[src/rtl/adc_spi_cfg_sequencer.sv]
// ---------------------------------------------------------------------------
// adc_spi_cfg_sequencer
//
// Front end for an ADC configuration SPI engine. After reset it fetches
// INIT_LEN entries from an external init table and issues each one as an SPI
// transaction. Once the table has been issued, it serves single host register
// reads/writes. Every transaction is guarded by a timeout, so a hung engine
// cannot stall the sequence.
//
// Ports
//   clk, reset                 clock and synchronous active-high reset
//   tbl_addr / tbl_data        init-table index out, {addr,value} back a cycle later
//   host_valid/addr/wdata      host request (addr[7]=1 write, 0 read)
//   host_ready                 request accepted this cycle (combinational)
//   host_rvalid/rdata/err      one-cycle completion, read data, timeout flag
//   spi_reg_addr/config_value  transaction held stable for the engine
//   spi_start                  one-cycle start pulse
//   spi_idle, spi_rdata/rdy    engine status, read data and its valid pulse
//   init_done, init_err        init table complete / some init entry timed out
// ---------------------------------------------------------------------------
module adc_spi_cfg_sequencer #(
  parameter int INIT_LEN = 8,
  parameter int TIMEOUT  = 1023
) (
  input  logic        clk,
  input  logic        reset,
  output logic [4:0]  tbl_addr,
  input  logic [23:0] tbl_data,
  input  logic        host_valid,
  input  logic [7:0]  host_addr,
  input  logic [15:0] host_wdata,
  output logic        host_ready,
  output logic        host_rvalid,
  output logic [15:0] host_rdata,
  output logic        host_err,
  output logic [7:0]  spi_reg_addr,
  output logic [15:0] spi_config_value,
  output logic        spi_start,
  input  logic        spi_idle,
  input  logic [15:0] spi_rdata,
  input  logic        spi_rdy,
  output logic        init_done,
  output logic        init_err
);

  localparam int CNT_W = $clog2(TIMEOUT + 1);
  // Holds 0..32 so the "all entries issued" compare works for INIT_LEN=32.
  localparam int IDX_W = 6;

  typedef enum logic [2:0] {
    RST_WAIT, FETCH, ISSUE, WAIT_BUSY, WAIT_DONE, RESP
  } state_t;

  // One in-flight transaction; addr[7] selects write (1) or read (0).
  typedef struct packed {
    logic        is_host;
    logic [7:0]  addr;
    logic [15:0] value;
  } txn_t;

  state_t           state;
  txn_t             txn;
  logic             fetch_wait;
  logic [IDX_W-1:0] idx;
  logic [CNT_W-1:0] tmo_cnt;
  logic [CNT_W-1:0] tmo_nxt;
  logic             tmo_hit;
  logic             txn_err;
  logic             txn_done;
  logic             txn_to;

  // The engine sees the latched transaction directly, so the values stay
  // put from ISSUE until the next transaction is loaded.
  assign spi_reg_addr     = txn.addr;
  assign spi_config_value = txn.value;

  // Accept is same-cycle so the host sees ready in the cycle its request is
  // taken. Before init_done the host is locked out entirely.
  assign host_ready = (state == RST_WAIT) && spi_idle && init_done && host_valid;

  // Saturating timeout counter; the abort fires on the edge where it reaches
  // TIMEOUT, i.e. TIMEOUT cycles after the spi_start cycle. Saturation keeps
  // tmo_hit asserted if the limit was reached while moving to WAIT_DONE.
  assign tmo_nxt = (tmo_cnt == CNT_W'(TIMEOUT)) ? tmo_cnt : tmo_cnt + 1'b1;
  assign tmo_hit = (tmo_nxt == CNT_W'(TIMEOUT));

  // Completion / abort decode. A read only completes on spi_rdy; an idle
  // engine without rdy leaves it waiting (and eventually timing out).
  always_comb begin
    txn_done = 1'b0;
    txn_to   = 1'b0;
    if (state == WAIT_BUSY) begin
      txn_to = spi_idle && tmo_hit;
    end
    if (state == WAIT_DONE) begin
      txn_done = txn.addr[7] ? spi_idle : spi_rdy;
      txn_to   = !txn_done && tmo_hit;
    end
  end

  always_ff @(posedge clk) begin
    if (reset) begin
      state       <= RST_WAIT;
      txn         <= '0;
      fetch_wait  <= 1'b0;
      idx         <= '0;
      tmo_cnt     <= '0;
      txn_err     <= 1'b0;
      tbl_addr    <= '0;
      spi_start   <= 1'b0;
      host_rvalid <= 1'b0;
      host_rdata  <= '0;
      host_err    <= 1'b0;
      init_done   <= 1'b0;
      init_err    <= 1'b0;
    end else begin
      spi_start   <= 1'b0;
      host_rvalid <= 1'b0;

      case (state)
        RST_WAIT: begin
          if (spi_idle) begin
            if (!init_done) begin
              tbl_addr   <= idx[4:0];
              fetch_wait <= 1'b1;
              state      <= FETCH;
            end else if (host_valid) begin
              txn       <= {1'b1, host_addr, host_wdata};
              tmo_cnt   <= '0;
              spi_start <= 1'b1;
              state     <= ISSUE;
            end
          end
        end

        // First cycle lets the table answer the new tbl_addr; the second
        // captures the entry and launches it.
        FETCH: begin
          if (fetch_wait) begin
            fetch_wait <= 1'b0;
          end else begin
            txn       <= {1'b0, tbl_data};
            tmo_cnt   <= '0;
            spi_start <= 1'b1;
            state     <= ISSUE;
          end
        end

        ISSUE: begin
          tmo_cnt <= tmo_nxt;
          state   <= WAIT_BUSY;
        end

        WAIT_BUSY: begin
          tmo_cnt <= tmo_nxt;
          if (!spi_idle) state <= WAIT_DONE;
        end

        WAIT_DONE: begin
          tmo_cnt <= tmo_nxt;
        end

        RESP: begin
          if (!txn.is_host) begin
            idx <= idx + 1'b1;
            if (txn_err) init_err <= 1'b1;
            if ((idx + 1'b1) == IDX_W'(INIT_LEN)) init_done <= 1'b1;
          end
          state <= RST_WAIT;
        end

        default: state <= RST_WAIT;
      endcase

      // Finish (normal or aborted) from either wait state. Host responses are
      // registered on entry so host_rvalid lines up with the RESP cycle.
      if (txn_done || txn_to) begin
        state   <= RESP;
        txn_err <= txn_to;
        if (txn.is_host) begin
          host_rvalid <= 1'b1;
          host_err    <= txn_to;
          host_rdata  <= (txn_done && !txn.addr[7]) ? spi_rdata : 16'h0;
        end
      end
    end
  end

endmodule

[config.mk]
export PLATFORM = sky130hd
export DESIGN_NAME = adc_spi_cfg_sequencer
export DESIGN_NICKNAME = d
export VERILOG_FILES = /design/src/rtl/adc_spi_cfg_sequencer.sv
export SDC_FILE = /design/constraint.sdc
export NUM_CORES = 1
export LEC_CHECK = 0
export BUFFER_PORTS_ARGS = -buffer_cell sky130_fd_sc_hd__buf_4
export CORE_MARGIN = 2
export CORE_UTILIZATION = 45
export DETAILED_ROUTE_END_ITERATION = 8
export PLACE_DENSITY = 0.73
export SLEW_MARGIN = 20
export SYNTH_ARGS = -nofsm -noshare
export SYNTH_HDL_FRONTEND = slang
export SYNTH_SLANG_ARGS = --single-unit
[constraint.sdc]
create_clock -name clk -period 2.92 [get_ports clk]
set_input_delay 0.584 -clock clk [delete_from_list [all_inputs] [get_ports clk]]
set_output_delay 0.584 -clock clk [all_outputs]
set_load 0.03 [all_outputs]
==> flow_metrics.py <==
metrics = {
    "clock_network": {
        "postCtsSetupBuffers": 0,
        "h-tree-depth": 3,
        "cts-hold-fix-buffers": 0,
        "cts_resized": 0,
        "clockBufferDepth": 2,
        "clock_latency_ps": 330,
        "tritoncts": "done",
        "clockRootBuffer": "clkbuf_8",
        "clk_pin_slew_worst_paths_ps": 80,
        "cts_num_sinks": 72,
        "cts_inserted_buffers": 9,
    },
    "worst_setup_path": {
        "r2r-start": "tmo_cnt[0]$_SDFFE_PP0P_",
        "endpoint_kind": "flop",
        "reg2reg_depth": 6,
        "required_ps": 3140,
        "cp-start-kind": "flop",
        "r2r_end": "host_rdata[3]$_SDFFE_PP0P_",
        "arrival_ps": 2460,
        "worst-setup-path-type": "reg2reg",
        "r2r_slack_ps": 680,
        "path_max_fanout": 16,
    },
    "global_route": {
        "grt_max_degree": 60,
        "antenna_found_initial": 0,
        "grt_use_total_pct": 18.9,
        "grt_pass1_wl_um": 13400,
        "gr-total-overflow": 0,
        "grt_pass1_vias": 2954,
    },
    "sta": {
        "tightestPinTransition_ps": 770,
        "fin_setup_tns_ps": 0,
        "fmax_mhz": 446,
        "hold_viol_final": 0,
        "rsz0062_at_grt": "no",
        "fin_hold_ws_ps": 451,
        "min_period_ps": 2240,
        "clock_skew_ps": 8.57,
        "setup_viol_count_final": 0,
        "drv_slew": 0,
        "period_share_pct": 76.7,
        "slew_headroom_pct": 48.7,
    },
    "detailed_routing": {
        "drcViolationCount": 0,
        "finalWirelength_um": 7970,
        "num_vias": 3052,
        "detail-route-antenna-nets": 0,
        "avgRoutedWirePerCell_um": 13.9,
        "drt_iter0_drc": 112,
        "firstDrtPassIters": 4,
        "viasPerCell": 5.34,
    },
    "worst_hold_path": {
        "hp-start": "spi_rdata[6]",
        "whs_path_depth": 2,
        "hp-class": "in2reg",
        "holdPathEnd": "host_rdata[6]$_SDFFE_PP0P_",
    },
    "logic_synthesis": {
        "ys_warn_count": 0,
        "synth_seq_cells": 72,
        "synthArstFlopShare_pct": 0,
        "synth_common_cells": "dfxtp_1 (72), nor2_1 (51), a211oi_1 (32), mux2i_1 (32), buf_4 (29)",
        "synth_sequential_area_ratio_pct": 41.0,
        "synth.most_common_cell": "dfxtp_1",
        "synthCells": 380,
        "syn_area_um2": 3520,
        "synth_edf_count": 0,
        "yosysUniqueCellTypes": 53,
        "ys.flop_type": "dfxtp_1",
        "yosysTopAreaCellShare_pct": 41.0,
        "yosys.area.top_type": "dfxtp_1",
        "ys_top_cells_by_area": "dfxtp_1 (41%), mux2i_1 (9.1%), a211oi_1 (6.8%), buf_4 (6.2%), nor2_1 (5.4%)",
        "synth_fp_nets": 452,
        "synth.avg_cell_area_um2": 9.26,
    },
    "place": {
        "dp_hpwl_um": 5730,
        "globalplace.congestion": 0.845,
        "port_buffers": 119,
        "place_area_um2": 4280,
    },
    "floorplan": {
        "coreArea_um2": 7650,
        "die_w_um": 92.4,
        "rows": 32,
        "start_util_pct": 46.0,
        "die_h_um": 92.4,
        "fp.dieArea_um2": 8550,
        "pin_count": 120,
    },
    "status": {
        "outcome": "finished, final reports clean",
    },
    "cells_and_area": {
        "area_delta_synth_final_pct": 27.4,
        "fin_nets": 537,
        "antennaDiodeCount": 0,
        "finalInstanceArea_um2": 4490,
        "drive_gt1_share_pct": 35.7,
    },
    "pwr": {
        "p_per_area_nw_per_um2": 778,
        "ir_worst_vdd_v": 0.000455,
        "p_leak_nw": 1.84,
    },
    "job": {
        "drv_cap": 0,
    },
}
cell families (layout without fill, tap and decap cells):
group                    after synthesis  after routing  synth area share [%]
AO/OA/AOI/OAI                         93             93                  20.4
XOR/XNOR                               7              7                  1.74
adder cells (fa/ha/maj)                3              3                  1.07
buffers and inverters                 56            146                  9.46
flip-flops                            72             72                  41.0
multiplexers                          32             32                  9.10
AND/OR/NAND/NOR                      117            117                  17.3
sequential cells by signal, summed over array words and instances, names as in the netlist:
signal            cells
host_rdata           16
init_err              1
host_err              1
init_done             1
tbl_addr              5
tmo_cnt              10
spi_reg_addr          8
spi_config_value     16
fetch_wait            1
host_rvalid           1
spi_start             1
txn                   1
idx                   6
state                 3
txn_err               1
final cells by class:
class,count,area (µm²)
clock buffers,11,151
clock inverters,5,55.1
fillers,695,3160
inverters,7,26.3
multi-input cells,252,1760
flip-flops and latches,72,1440
well taps,102,128
repair buffers,123,923
through the flow:
stage,worst slack [ps],total power [W],utilization [%],std cells
detailed placement,551,0.00272,55.9,556
global placement,647,0.00270,55.9,556
finish,679,0.00349,58.7,572
global route,568,0.00371,58.7,572
CTS,669,0.00352,58.6,572
floorplan,880,0.00246,-,380
per-layer routing:
layer / up-vias / part of all wire, % / global-route usage [%]
met5: - / 0 / 0
met4: 0 / 1.2 / 5.97
met3: 8 / 6.7 / 4.64
met2: 89 / 48 / 32.1
met1: 1408 / 44 / 23.6
li1: 1547 / - / -
power by group:
part | leakage (nW) | internal [W] | total [W] | switching [W]
Clock | 0.101 | 0.000438 | 0.000798 | 0.000360
Combinational | 1.15 | 0.000571 | 0.00142 | 0.000847
Sequential | 0.585 | 0.00114 | 0.00127 | 0.000130
critical path: stages, from the launching register on:
cell and delay, ps:
dfxtp_1 470, ha_1 330, nand3_2 140, or3_1 380, o211ai_2 270, nand3_4 210, a32o_1 320
placed cells by master, fill, tap and decap left out, drive strengths merged, types with 3 or more instances in the layout:
cell type / n
mux2i: 32
a31o: 3
buf: 123
nand2b: 6
nand2: 15
o21ai: 6
clkbuf: 11
inv: 7
nand3: 11
nor3: 9
xnor2: 3
nor2b: 3
or2: 3
nor2: 52
xor2: 4
a21oi: 17
dfxtp: 72
ha: 3
a211oi: 32
a32o: 16
nand4: 8
worst max-delay path by stage:
| stage | from | to | slack, ps | cells after the start |
|---|---|---|---|---|
| final | tmo_cnt[0]$_SDFFE_PP0P_ | host_rdata[3]$_SDFFE_PP0P_ | 680 | 6 |
| after global routing | tmo_cnt[0]$_SDFFE_PP0P_ | host_rdata[3]$_SDFFE_PP0P_ | 570 | 6 |
| after CTS | tmo_cnt[0]$_SDFFE_PP0P_ | host_rdata[3]$_SDFFE_PP0P_ | 670 | 6 |
| after detailed placement | spi_idle | host_rdata[8]$_SDFFE_PP0P_ | 550 | 5 |
| after global placement | spi_idle | host_rdata[10]$_SDFFE_PP0P_ | 650 | 5 |
| after floorplan | tmo_cnt[0]$_SDFFE_PP0P_ | host_rdata[5]$_SDFFE_PP0P_ | 880 | 7 |
(Power assumes the default switching activity.)
